### src/rtl/vga_pkg.sv
// Shared 640x480@60 timing constants, test-bar colour table and a clog2 helper
// for the VGA timing core and its pixel-rate divider.
package vga_pkg;

  localparam int VGA_H_ACTIVE = 640;
  localparam int VGA_H_FP     = 16;
  localparam int VGA_H_SYNC   = 96;
  localparam int VGA_H_BP     = 48;
  localparam int VGA_H_TOTAL  = VGA_H_ACTIVE + VGA_H_FP + VGA_H_SYNC + VGA_H_BP;

  localparam int VGA_V_ACTIVE = 480;
  localparam int VGA_V_FP     = 10;
  localparam int VGA_V_SYNC   = 2;
  localparam int VGA_V_BP     = 33;
  localparam int VGA_V_TOTAL  = VGA_V_ACTIVE + VGA_V_FP + VGA_V_SYNC + VGA_V_BP;

  localparam int NUM_BARS = 8;

  // Per-bar channel enables {R,G,B}; each set bit becomes a full-scale channel.
  function automatic logic [2:0] bar_flags(input logic [2:0] idx);
    logic [2:0] f;
    f = 3'b000;
    case (idx)
      3'd0: f = 3'b111;  // white
      3'd1: f = 3'b110;  // yellow
      3'd2: f = 3'b011;  // cyan
      3'd3: f = 3'b010;  // green
      3'd4: f = 3'b101;  // magenta
      3'd5: f = 3'b100;  // red
      3'd6: f = 3'b001;  // blue
      default: f = 3'b000;  // black
    endcase
    return f;
  endfunction

  function automatic int clog2(input int value);
    int r;
    int v;
    r = 0;
    v = value - 1;
    while (v > 0) begin
      r = r + 1;
      v = v >> 1;
    end
    return r;
  endfunction

endpackage

### src/rtl/vga_pix_div.sv
// Pixel-rate clock enable: one-clk pix_tick every CLK_DIV system clocks.
// Stays on the system clock; CLK_DIV==1 yields a constant-high enable.
module vga_pix_div
  import vga_pkg::*;
#(
  parameter int CLK_DIV = 4
) (
  input  logic clk,
  input  logic reset,
  output logic pix_tick
);

  localparam int DW = (CLK_DIV > 1) ? clog2(CLK_DIV) : 1;
  localparam logic [DW-1:0] DIV_LAST = DW'(CLK_DIV - 1);

  logic [DW-1:0] r_div_cnt;

  // With CLK_DIV==1 the counter never leaves 0, so the enable is always high.
  always_ff @(posedge clk or posedge reset) begin
    if (reset) begin
      r_div_cnt <= '0;
    end else if (r_div_cnt == DIV_LAST) begin
      r_div_cnt <= '0;
    end else begin
      r_div_cnt <= r_div_cnt + DW'(1);
    end
  end

  assign pix_tick = (r_div_cnt == DIV_LAST);

endmodule

### src/rtl/vga_timing_core.sv
// VGA timing engine: H/V counters on the pixel enable, registered sync and blanked RGB.
// Define VGA_TEST_PATTERN_EN to add a test_mode input that substitutes 8 colour bars.
module vga_timing_core
  import vga_pkg::*;
#(
  parameter int   CLK_DIV  = 4,
  parameter int   H_ACTIVE = VGA_H_ACTIVE,
  parameter int   H_FP     = VGA_H_FP,
  parameter int   H_SYNC   = VGA_H_SYNC,
  parameter int   H_BP     = VGA_H_BP,
  parameter int   V_ACTIVE = VGA_V_ACTIVE,
  parameter int   V_FP     = VGA_V_FP,
  parameter int   V_SYNC   = VGA_V_SYNC,
  parameter int   V_BP     = VGA_V_BP,
  parameter logic HS_POL   = 1'b0,
  parameter logic VS_POL   = 1'b0,
  parameter int   CW       = 10,
  parameter int   RGB_W    = 12
) (
  input  logic             clk,
  input  logic             reset,
  input  logic [RGB_W-1:0] rgb_in,
`ifdef VGA_TEST_PATTERN_EN
  input  logic             test_mode,
`endif
  output logic [CW-1:0]    coord_x,
  output logic [CW-1:0]    coord_y,
  output logic             active_area,
  output logic             pix_tick,
  output logic             line_start,
  output logic             frame_start,
  output logic             h_sync,
  output logic             v_sync,
  output logic [RGB_W-1:0] rgb
);

  localparam int H_TOTAL   = H_ACTIVE + H_FP + H_SYNC + H_BP;
  localparam int V_TOTAL   = V_ACTIVE + V_FP + V_SYNC + V_BP;
  localparam int H_SYNC_LO = H_ACTIVE + H_FP;
  localparam int H_SYNC_HI = H_ACTIVE + H_FP + H_SYNC;
  localparam int V_SYNC_LO = V_ACTIVE + V_FP;
  localparam int V_SYNC_HI = V_ACTIVE + V_FP + V_SYNC;

  logic [CW-1:0]    r_h_cnt;
  logic [CW-1:0]    r_v_cnt;
  logic             r_h_sync;
  logic             r_v_sync;
  logic [RGB_W-1:0] r_rgb;

  logic             w_pix_tick;
  logic             w_h_last;
  logic             w_v_last;
  logic             w_active;
  logic             w_hs_on;
  logic             w_vs_on;
  logic [RGB_W-1:0] w_src_rgb;

  vga_pix_div #(
    .CLK_DIV (CLK_DIV)
  ) u_pix_div (
    .clk      (clk),
    .reset    (reset),
    .pix_tick (w_pix_tick)
  );

  assign w_h_last = (r_h_cnt == CW'(H_TOTAL - 1));
  assign w_v_last = (r_v_cnt == CW'(V_TOTAL - 1));
  assign w_active = (r_h_cnt < CW'(H_ACTIVE)) && (r_v_cnt < CW'(V_ACTIVE));
  assign w_hs_on  = (r_h_cnt >= CW'(H_SYNC_LO)) && (r_h_cnt < CW'(H_SYNC_HI));
  assign w_vs_on  = (r_v_cnt >= CW'(V_SYNC_LO)) && (r_v_cnt < CW'(V_SYNC_HI));

  always_ff @(posedge clk or posedge reset) begin
    if (reset) begin
      r_h_cnt <= '0;
      r_v_cnt <= '0;
    end else if (w_pix_tick) begin
      if (w_h_last) begin
        r_h_cnt <= '0;
        r_v_cnt <= w_v_last ? '0 : r_v_cnt + CW'(1);
      end else begin
        r_h_cnt <= r_h_cnt + CW'(1);
      end
    end
  end

`ifdef VGA_TEST_PATTERN_EN
  localparam int BAR_W = H_ACTIVE / NUM_BARS;
  localparam int CH_W  = RGB_W / 3;

  logic [CW-1:0] w_bar_full;
  logic [2:0]    w_bar_idx;
  logic [2:0]    w_bar_rgb;

  // Counts past the last bar only occur while blanked; clamp to keep the index in range.
  assign w_bar_full = r_h_cnt / CW'(BAR_W);
  assign w_bar_idx  = (w_bar_full > CW'(NUM_BARS - 1)) ? 3'd7 : w_bar_full[2:0];
  assign w_bar_rgb  = bar_flags(w_bar_idx);
  assign w_src_rgb  = test_mode ? RGB_W'({{CH_W{w_bar_rgb[2]}}, {CH_W{w_bar_rgb[1]}},
                                          {CH_W{w_bar_rgb[0]}}})
                                : rgb_in;
`else
  assign w_src_rgb = rgb_in;
`endif

  // Output stage samples the pre-advance counters, so it trails coordinates by one pixel.
  always_ff @(posedge clk or posedge reset) begin
    if (reset) begin
      r_h_sync <= ~HS_POL;
      r_v_sync <= ~VS_POL;
      r_rgb    <= '0;
    end else if (w_pix_tick) begin
      r_h_sync <= w_hs_on ? HS_POL : ~HS_POL;
      r_v_sync <= w_vs_on ? VS_POL : ~VS_POL;
      r_rgb    <= w_active ? w_src_rgb : '0;
    end
  end

  assign coord_x     = r_h_cnt;
  assign coord_y     = r_v_cnt;
  assign active_area = w_active;
  assign pix_tick    = w_pix_tick;
  assign line_start  = w_pix_tick && (r_h_cnt == '0);
  assign frame_start = w_pix_tick && (r_h_cnt == '0) && (r_v_cnt == '0);
  assign h_sync      = r_h_sync;
  assign v_sync      = r_v_sync;
  assign rgb         = r_rgb;

endmodule

### config.mk
export PLATFORM = sky130hd
export DESIGN_NAME = vga_timing_core
export DESIGN_NICKNAME = d
export VERILOG_FILES = /design/src/rtl/vga_pkg.sv /design/src/rtl/vga_pix_div.sv /design/src/rtl/vga_timing_core.sv
export SDC_FILE = /design/constraint.sdc
export NUM_CORES = 1
export LEC_CHECK = 0
export ABC_AREA = 0
export BUFFER_PORTS_ARGS = -buffer_cell sky130_fd_sc_hd__buf_2
export CAP_MARGIN = 15
export CELL_PAD_IN_SITES_DETAIL_PLACEMENT = 1
export CELL_PAD_IN_SITES_GLOBAL_PLACEMENT = 2
export CORE_UTILIZATION = 28
export DETAILED_ROUTE_END_ITERATION = 12
export PLACE_DENSITY = 0.72
export SYNTH_ARGS = -nofsm -noshare
export SYNTH_HDL_FRONTEND = slang
export SYNTH_SLANG_ARGS = --single-unit
export TNS_END_PERCENT = 10
### constraint.sdc
create_clock -name clk -period 1.5 [get_ports clk]
set_input_delay 0.15 -clock clk [delete_from_list [all_inputs] [get_ports clk]]
set_output_delay 0.15 -clock clk [all_outputs]
set_load 0.1 [all_outputs]
# Yosys cells after proc, flatten, opt, wreduce, memory -nomap -nowiden
# Cells that the tools add are included.
[totals]
ramBits = 0
rom_bits = 0
wordCells = 32
latchBits = 0
n_memories = 0
reg_bits = 36
input_bits = 14
[op_classes]
muxes = 6
n_mul = 0
n_shift = 0
n_eq_ne = 3
reduce_logical = 8
n_lt_le_gt_ge = 6
n_bitwise = 0
add_sub_neg = 3
div = 0
[ops]
columns = ["op", "count"]
rows = [
  ["$add 10x1->10 const B", 2],
  ["$eq 10x10->1 const B", 2],
  ["$logic_not 10->1", 2],
  ["$lt 10x10->1 const B", 2],
  ["$lt 10x9->1 const B", 2],
  ["$mux 10", 2],
  ["$mux 12", 1],
  ["$ge 10x10->1 const B", 1],
  ["$ge 10x9->1 const B", 1],
  ["$logic_and 1x1->1", 5],
  ["$add 2x1->2 const B", 1],
  ["$eq 2x2->1 const B", 1],
  ["$mux 1", 2],
  ["$mux 2", 1],
  ["$reduce_and 2->1", 1],
]

# Logic depth before layout (Yosys ltp)
# Gate-level depths: netlist of run 1.
[logic_depth]
ltp_word = 3
depth_mapped = 6

# By module
# A second synthesis of run 1 with hierarchy kept.
[hier_totals]
hier_cells = 178
area_unflattened_um2 = 1746.7
[modules_own_cells]
columns = ["mod", "instances", "cells_each", "seq_area_each_um2", "area_each_um2"]
rows = [
  ["vga_timing_core", 1, 173, 853.3, 1676.6],
  ["vga_pix_div", 1, 5, 50.0, 70.1],
]

# Worst setup path before layout of run 1
# No wires, ideal clock.
[synth_timing]
path_kind = "register to output"
from = "reg u_pix_div.r_div_cnt[0]"
to = "out frame_start"
n_path_buf = 1
path_slack_ns = -3.530
path_stages_with_launch = 7
required_time_ns = 1.350
arrival_time_ns = 4.880
cell_sequence = "dfrtp_1 ha_1 buf_2 nor2b_1 nand4b_1 nor3_1 and4_1"
[synth_between]
elab_chain_cells = 3
[synth_rtl]
columns = ["element", "line_no", "source"]
rows = [
  ["from (decl)", "vga_pix_div.sv:16", "logic [DW-1:0] r_div_cnt;"],
  ["from (signal assigned)", "vga_pix_div.sv:25", "r_div_cnt <= r_div_cnt + DW'(1);"],
  ["$eq 2x2->1", "vga_pix_div.sv:29", "assign pix_tick = (r_div_cnt == DIV_LAST);"],
  ["via pix_tick", "vga_timing_core.sv:29", "output logic pix_tick,"],
  ["$logic_and 1x1->1", "n/a", ""],
  ["via line_start", "vga_timing_core.sv:30", "output logic line_start,"],
  ["$logic_and 1x1->1", "vga_timing_core.sv:123", "assign frame_start = w_pix_tick && (r_h_cnt == '0) && (r_v_cnt == '0);"],
  ["to (decl)", "vga_timing_core.sv:31", "output logic frame_start,"],
]
# The timed path passes the listed nets, and every way through them passes these cells.

# Worst setup path in the final report of run 1
[layout_timing]
from = "reg u_pix_div.r_div_cnt[0]"
to = "out frame_start"
[layout_between]
elab_chain_cells = 3
[layout_rtl]
columns = ["element", "line_no"]
rows = [
  ["$eq 2x2->1", "vga_pix_div.sv:29"],
  ["$logic_and 1x1->1 (2 in series)", "vga_timing_core.sv:123"],
]
# No other way between the ends.

==> metrics.txt, run 1 <==
run status finished with violations; failing checks negative setup slack; worst-margin pin slew 0.504 ns; Adder-Cell Fraction of Synth Area 3.46%; CP Launch Point u_pix_div.r_div_cnt[0]; Clock Tree Root clkbuf_8; Synth Area in Compound Gates 8.59%; via count 1696; max_cap viols 0; hold path start rgb_in[4]; number of synthesized flops with an enable pin 0; Fill cells 716; Synth area leader dfrtp_1; Syn Std Cell Area 1810 µm²; DRT Wirelength 5100 µm; sequential element share of the synthesized area 50.0%; initial DRC count 50; switching part of the total power 26.8%; dpl cells 347; DIE AREA 6780 µm²; commonest non-fill, non-tap cell in the layout buf_4; Area Growth Syn to Fin 57.5%; logic gate share of total power 9.7%; Non-Filler Instances 360; Power per Cell Area 727 nW/µm²; post-synth top area share 47.1%; worst clock skew 0.00672 ns; setup tns final -1.80 ns; total grt overflow 0; largest net degree at the start of global routing 37; period utilization 127%; clock slew at reported path FFs 0.08 ns; main area contributors after synthesis dfrtp_1, o22ai_1, nand2_1; RSZ-0062 raised after global routing yes; Clock Path Buffers 2; Worst Path Arrival 1.75 ns; Starting Density 29.8%; Hold Path Class in2reg; ys async rst share 100%; layout net count 303; CTS H-tree lvls 2; post-synthesis cell count 185; Cell Rows 28; CP Capture Type output port; core area 6060 µm²; die width 82.3 µm; antenna cells 0; DR WL/cell 14.2 µm; Post-Syn Nets 204; Max transition margin 66.6%; Synth Warn # 0; maximum clock frequency 0.526 GHz; GP Congestion 0.777; Setup crit end frame_start; Synth cell types 40; Remaining DRCs 0; Simple-Gate Fraction of Synth Area 23.8%; first-pass GRT wire length 8410 µm; final worst-path setup slack -0.400 ns; Worst-Skew Late Latency 0.30 ns; initial antenna violation count 0; largest family of logic cells by synthesized area simple AND/OR/NAND/NOR gates; Port Buffers 51; layout cell share with drive strength beyond 1 51.9%; post-synthesis mux area share 1.73%; R2R depth 6; startpoint types register; Avg Inst Size Synth 9.77 µm²; gr usage total 16.7%; Setup Crit Path Kind reg2out; Max Slew Vio Count 0; capturing point of the worst reg2reg path coord_y[3]; antenna-violating nets left 0; post-layout util 46.9%; Post-DP HPWL 3820 µm; setup slack, reg-to-reg -0.14 ns; clock power share 42.3%; leading register cell type out of synthesis dfrtp_1; DIE HEIGHT 82.3 µm; Reg2Reg Launch Point u_pix_div.r_div_cnt[0]; number of global-route vias before repair 1732; CTS tree built; XOR/XNOR Fraction of Synth Area 5.33%; P_leak 1.36 nW; crit-path max FO 2; cts bufs inserted 5; DR vias/cell 4.71; Switch Pwr 555 µW; Seq pwr share 48.0%; Int Power 1.51 mW; clk sinks 36; final instance area 2850 µm²; final hold vios 0; endpoints failing setup 12; commonest cells after routing, fill and taps aside buf_4, buf_2, nand2_1, dfrtp_1, inv_1; Design Power 2.07 mW; Cell Area, Placed 2580 µm²; drt pass-1 iters 4; WP data required 1.35 ns; min cycle time layout 1.90 ns; Yosys reg bits 36; number of top-level pins 52; VDD IR max 0.416 mV
-- power by group through the flow --
stage	sequential, mW	combinational, mW	clock [mW]
3_5_place_dp	1.01	0.200	0
3_3_place_gp	1.01	0.197	0
2_1_floorplan	1.14	0.0295	0
5_1_grt	0.996	0.211	0.942
4_1_cts	0.993	0.203	0.907
6_report	0.993	0.200	0.875
-- critical path, stage by stage, from the launching register on --
cell and delay, ns:
dfrtp_1 0.40, ha_4 0.15, nor2b_4 0.13, nand4b_1 0.15
nor3_4 0.19, and4_4 0.26, buf_12 0.17
-- layer usage --
layer,global-route usage (%),part of all wire (%),vias up
li1,-,-,828
met1,21.3,44,831
met2,27.9,51,31
met3,3.08,4.0,6
met4,6.32,1.4,0
met5,0,0,-
-- layout make-up --
| type | instances | area (µm²) | area share (%) |
|---|---|---|---|
| clock buffer | 5 | 68.8 | 2.42 |
| clock inverter | 3 | 42.5 | 1.50 |
| inverter | 20 | 78.8 | 2.77 |
| multi-input combinational | 120 | 886 | 31.1 |
| sequential | 36 | 926 | 32.5 |
| tap | 75 | 93.8 | 3.30 |
| timing repair buffer | 101 | 749 | 26.3 |
-- kinds of logic (layout without fill, tap and decap cells) --
family | count (synthesis) | after routing
multiplexers | 3 | 3
buffers and inverters | 29 | 129
AND/OR/NAND/NOR | 76 | 76
flip-flops | 36 | 36
XOR/XNOR | 11 | 11
AO/OA/AOI/OAI | 25 | 25
adder cells (fa/ha/maj) | 5 | 5
-- Yosys cell counts, types with 2 or more instances --
library cell  instances
and3_1                3
nor2b_1               2
nand2_1              21
buf_1                 2
buf_6                 2
dfstp_2               2
o21ai_0               3
o22ai_1              14
nor3_1                7
ha_1                  5
inv_1                20
mux2i_1               2
a21oi_1               2
buf_2                 4
a21o_1                2
dfrtp_1              34
xnor2_1               8
and4_1                2
nand4_1               4
xor2_1                3
nand3_1              14
nor2_1               11
-- metrics by stage --
stage	hold WS [ns]	worst slack, ns
finish	0.0864	-0.400
global route	0.0791	-0.507
CTS	0.0841	-0.442
detailed placement	0.296	-0.175
global placement	0.288	-0.107
floorplan	0.293	-1.26
-- worst min path at each step --
stage | cells after the start | slack (ns) | endpoint
floorplan | 2 | 0.29 | rgb[0]
global placement | 3 | 0.29 | coord_y[4]
detailed placement | 3 | 0.30 | coord_y[4]
CTS | 3 | 0.08 | rgb[4]
global route | 3 | 0.08 | rgb[4]
finish | 3 | 0.09 | rgb[4]
-- registers in the layout (all words and copies together), names as in the netlist --
signal and count:
rgb 12, u_pix_div.r_div_cnt 2, coord_x 10, h_sync 1
v_sync 1, coord_y 10
-- what timing repair did --
action / CTS / global route
setup buffers: 2 / 2
cloned: 0 / 0
setup endpoints to repair: 32 / 32
pin swaps: 7 / 0
resized for setup: 16 / 10
hold buffers: 1 / 0
hold endpoints to repair: 34 / 0
(Power assumes the default switching activity.)
==> inputs of run 2 (changes only) <==
--- a/config.mk
+++ b/config.mk
@@ -7,13 +7,14 @@
 export LEC_CHECK = 0
 export ABC_AREA = 0
 export BUFFER_PORTS_ARGS = -buffer_cell sky130_fd_sc_hd__buf_2
-export CAP_MARGIN = 15
 export CELL_PAD_IN_SITES_DETAIL_PLACEMENT = 1
 export CELL_PAD_IN_SITES_GLOBAL_PLACEMENT = 2
-export CORE_UTILIZATION = 28
+export CORE_UTILIZATION = 27
 export DETAILED_ROUTE_END_ITERATION = 12
-export PLACE_DENSITY = 0.72
+export PLACE_DENSITY = 0.71
+export REMOVE_ABC_BUFFERS = 1
 export SYNTH_ARGS = -nofsm -noshare
 export SYNTH_HDL_FRONTEND = slang
+export SYNTH_HIERARCHICAL = 1
 export SYNTH_SLANG_ARGS = --single-unit
 export TNS_END_PERCENT = 10
==> metrics.txt, run 2 <==
run status finished with violations; failing checks negative setup slack; DR WL met3 191 µm (-5.4%); Multi-input gate area 746 µm² (-16%); top-count cell post-synth dfrtp_1; Fill cells 743 (+3.8%); Synth area leader dfrtp_1; cts bufs inserted 5 (unchanged); Avg Inst Size Synth 9.81 µm² (+0.48%); CP Capture Type output port; clock slew at reported path FFs 0.07 ns (about the same); period utilization 126% (-0.77 points); worst-margin pin slew 0.497 ns (-0.00738 ns); Syn Std Cell Area 1750 µm² (-3.3%); final worst-path setup slack -0.388 ns (+0.0116 ns); max_cap viols 0 (unchanged); Setup Crit Path Kind reg2out; highest metal used met4; first-pass GRT wire length 7930 µm (-5.7%); DIE AREA 6790 µm² (+0.24%); layout net count 282 (-6.9%); ys async rst share 100% (unchanged); Commonest cells post-synth dfrtp_1, nand2_1, inv_1, o22ai_1, nor2_1; Synth Area in Compound Gates 8.31% (-0.28 points); Non-Filler Instances 339 (-5.8%); register area 903 µm² (-2.4%); GP Congestion 0.766 (-1.4%); Max Slew Vio Count 0 (unchanged); commonest cells after routing, fill and taps aside buf_2, dfrtp_1, buf_4, nand2_1, inv_1; layout cell share with drive strength beyond 1 39.4% (-13 points); crit-path max FO 3 (+1); Adder-Cell Fraction of Synth Area 3.58% (+0.12 points); commonest non-fill, non-tap cell in the layout buf_2; gr usage total 16.1% (-0.64 points); antenna cells 0 (unchanged); DRT Wirelength 4870 µm (-4.5%); sequential element share of the synthesized area 51.7% (+1.7 points); core area 6100 µm² (+0.58%); Reg2Reg Launch Point u_pix_div/r_div_cnt[0]; Worst-Skew Late Latency 0.29 ns (about the same); post-synthesis mux area share 2.01% (+0.27 points); WP data required 1.35 ns (about the same); R2R depth 6 (unchanged); drt pass-1 iters 4 (unchanged); number of global-route vias before repair 1596 (-7.9%); startpoint types register; number of top-level pins 52 (unchanged); total grt overflow 0 (unchanged); DIE HEIGHT 82.4 µm (+0.12%); min cycle time layout 1.89 ns (-0.0116 ns); maximum clock frequency 0.530 GHz (+0.61%); initial antenna violation count 0 (unchanged); Post-DP HPWL 3630 µm (-4.8%); leading register cell type out of synthesis dfrtp_1; VDD IR max 0.405 mV (-2.7%); worst hold slack 0.109 ns (+0.0229 ns); setup slack, reg-to-reg -0.11 ns (+0.03 ns); Synth Warn # 6 (+6); largest net degree at the start of global routing 30 (-19%); XOR/XNOR Fraction of Synth Area 6.02% (+0.68 points); Yosys reg bits 36 (unchanged); capturing point of the worst reg2reg path coord_y[6]; Area Growth Syn to Fin 44.6%; dpl cells 329 (-5.2%); number of synthesized flops with an enable pin 0 (unchanged); Simple-Gate Fraction of Synth Area 21.7% (-2.0 points); worst clock skew 0.00397 ns (-0.00275 ns); final hold vios 0 (unchanged); Cell Rows 28 (unchanged); met2 wire length 2380 µm (-8.5%); post-synth top area share 48.7% (+1.6 points); CTS tree built; post-synthesis cell count 178 (-3.8%); endpoints failing setup 11 (-1); initial DRC count 43 (-14%); DR vias/cell 4.68 (-0.57%); Port Buffers 51 (unchanged); max reg flops 12 (unchanged); RSZ-0062 raised after global routing yes; clk sinks 36 (unchanged); met1 WL 2240 µm (+0.54%); largest family of logic cells by synthesized area simple AND/OR/NAND/NOR gates; CP Launch Point u_pix_div/r_div_cnt[0]; P_leak 1.27 nW (-6.2%); main area contributors after synthesis dfrtp_1, nand2_1, xnor2_1; Max transition margin 67.1% (+0.49 points); DR WL/cell 14.4 µm (+1.4%); Clock Path Buffers 2 (unchanged); die width 82.4 µm (+0.12%); Synth cell types 34 (-15%); CTS H-tree lvls 2 (unchanged); via count 1588 (-6.4%); Setup crit end frame_start; Hold Path Class in2reg; Remaining DRCs 0 (unchanged); Clock Tree Root clkbuf_8; Power per Cell Area 807 nW/µm² (+11%); Worst Path Arrival 1.74 ns (about the same); Starting Density 28.7% (-1.2 points); antenna-violating nets left 0 (unchanged)
run 2: cell count changes in the layout (fill, tap and decap cells not counted), moves of 3 or more:
cell,previous run,this run
and3_1,2,9
buf_4,45,32
dfrtp_1,20,34
dfrtp_2,12,0
nand3_1,12,7
nand4_1,4,8
nor3_1,4,1
nor3_2,3,0
nor4_1,0,4
o21ai_0,2,5
run 2: worst max-delay path: stages (launching register included):
cell     delay [ns]
dfrtp_1        0.35
ha_2           0.18
nor4b_4        0.25
and4b_1        0.26
and4_4         0.23
buf_12         0.17
run 2: how the worst min path moves through the flow:
stage	startpoint	to	cells past startpoint
after floorplan	reset	u_pix_div/r_div_cnt[0]	1
after global placement	reset	u_pix_div/r_div_cnt[0]	2
after detailed placement	reset	u_pix_div/r_div_cnt[0]	2
after CTS	rgb_in[1]	rgb[1]	3
after global routing	rgb_in[1]	rgb[1]	3
final	rgb_in[10]	rgb[10]	3
run 2: layout make-up:
cell class,instances,share of cell area [%]
tap,75,3.72
timing repair buffer,86,23.7
sequential,36,35.8
clock inverter,2,1.39
multi-input combinational,114,29.5
clock buffer,6,2.87
inverter,20,2.97
run 2: timing repair:
action	CTS	global route
hold endpoints to repair	34	0
gates cloned	0	0
setup endpoints to repair	13	23
hold buffers	1	0
setup buffers	0	1
pin swaps	2	0
resized for setup	7	5
run 2: stage by stage:
step	power, mW	utilization, %	worst slack, ns	setup TNS, ns	instance area [µm²]
after CTS	2.07	41.0	-0.422	-1.68	2500
after global placement	1.21	38.8	-0.0767	-0.216	2360
final	2.04	41.4	-0.388	-1.46	2520
after detailed placement	1.22	38.8	-0.124	-0.697	2360
after floorplan	1.17	-	-2.67	-41.91	1710
after global routing	2.12	41.4	-0.497	-3.10	2520
run 2: logic make-up after synthesis:
logic type,after synthesis
xor gates and xnor gates,12
muxes,3
adders and majority gates,5
buffers and inverters,28
and+or+nand+nor,70
AOI/OAI and AO/OA,24
DFF,36
run 2: routing by layer:
metal,GRT usage [%],vias up
li1,-,777
met1,19.8,769
met2,27.4,38
met3,2.64,4
met4,7.37,0
met5,0,-
run 2: report_power, final:
group	switching (mW)	internal [mW]	leakage (nW)
clock network	0.347	0.493	0.0552
logic	0.165	0.0377	0.765
registers	0.00792	0.987	0.454
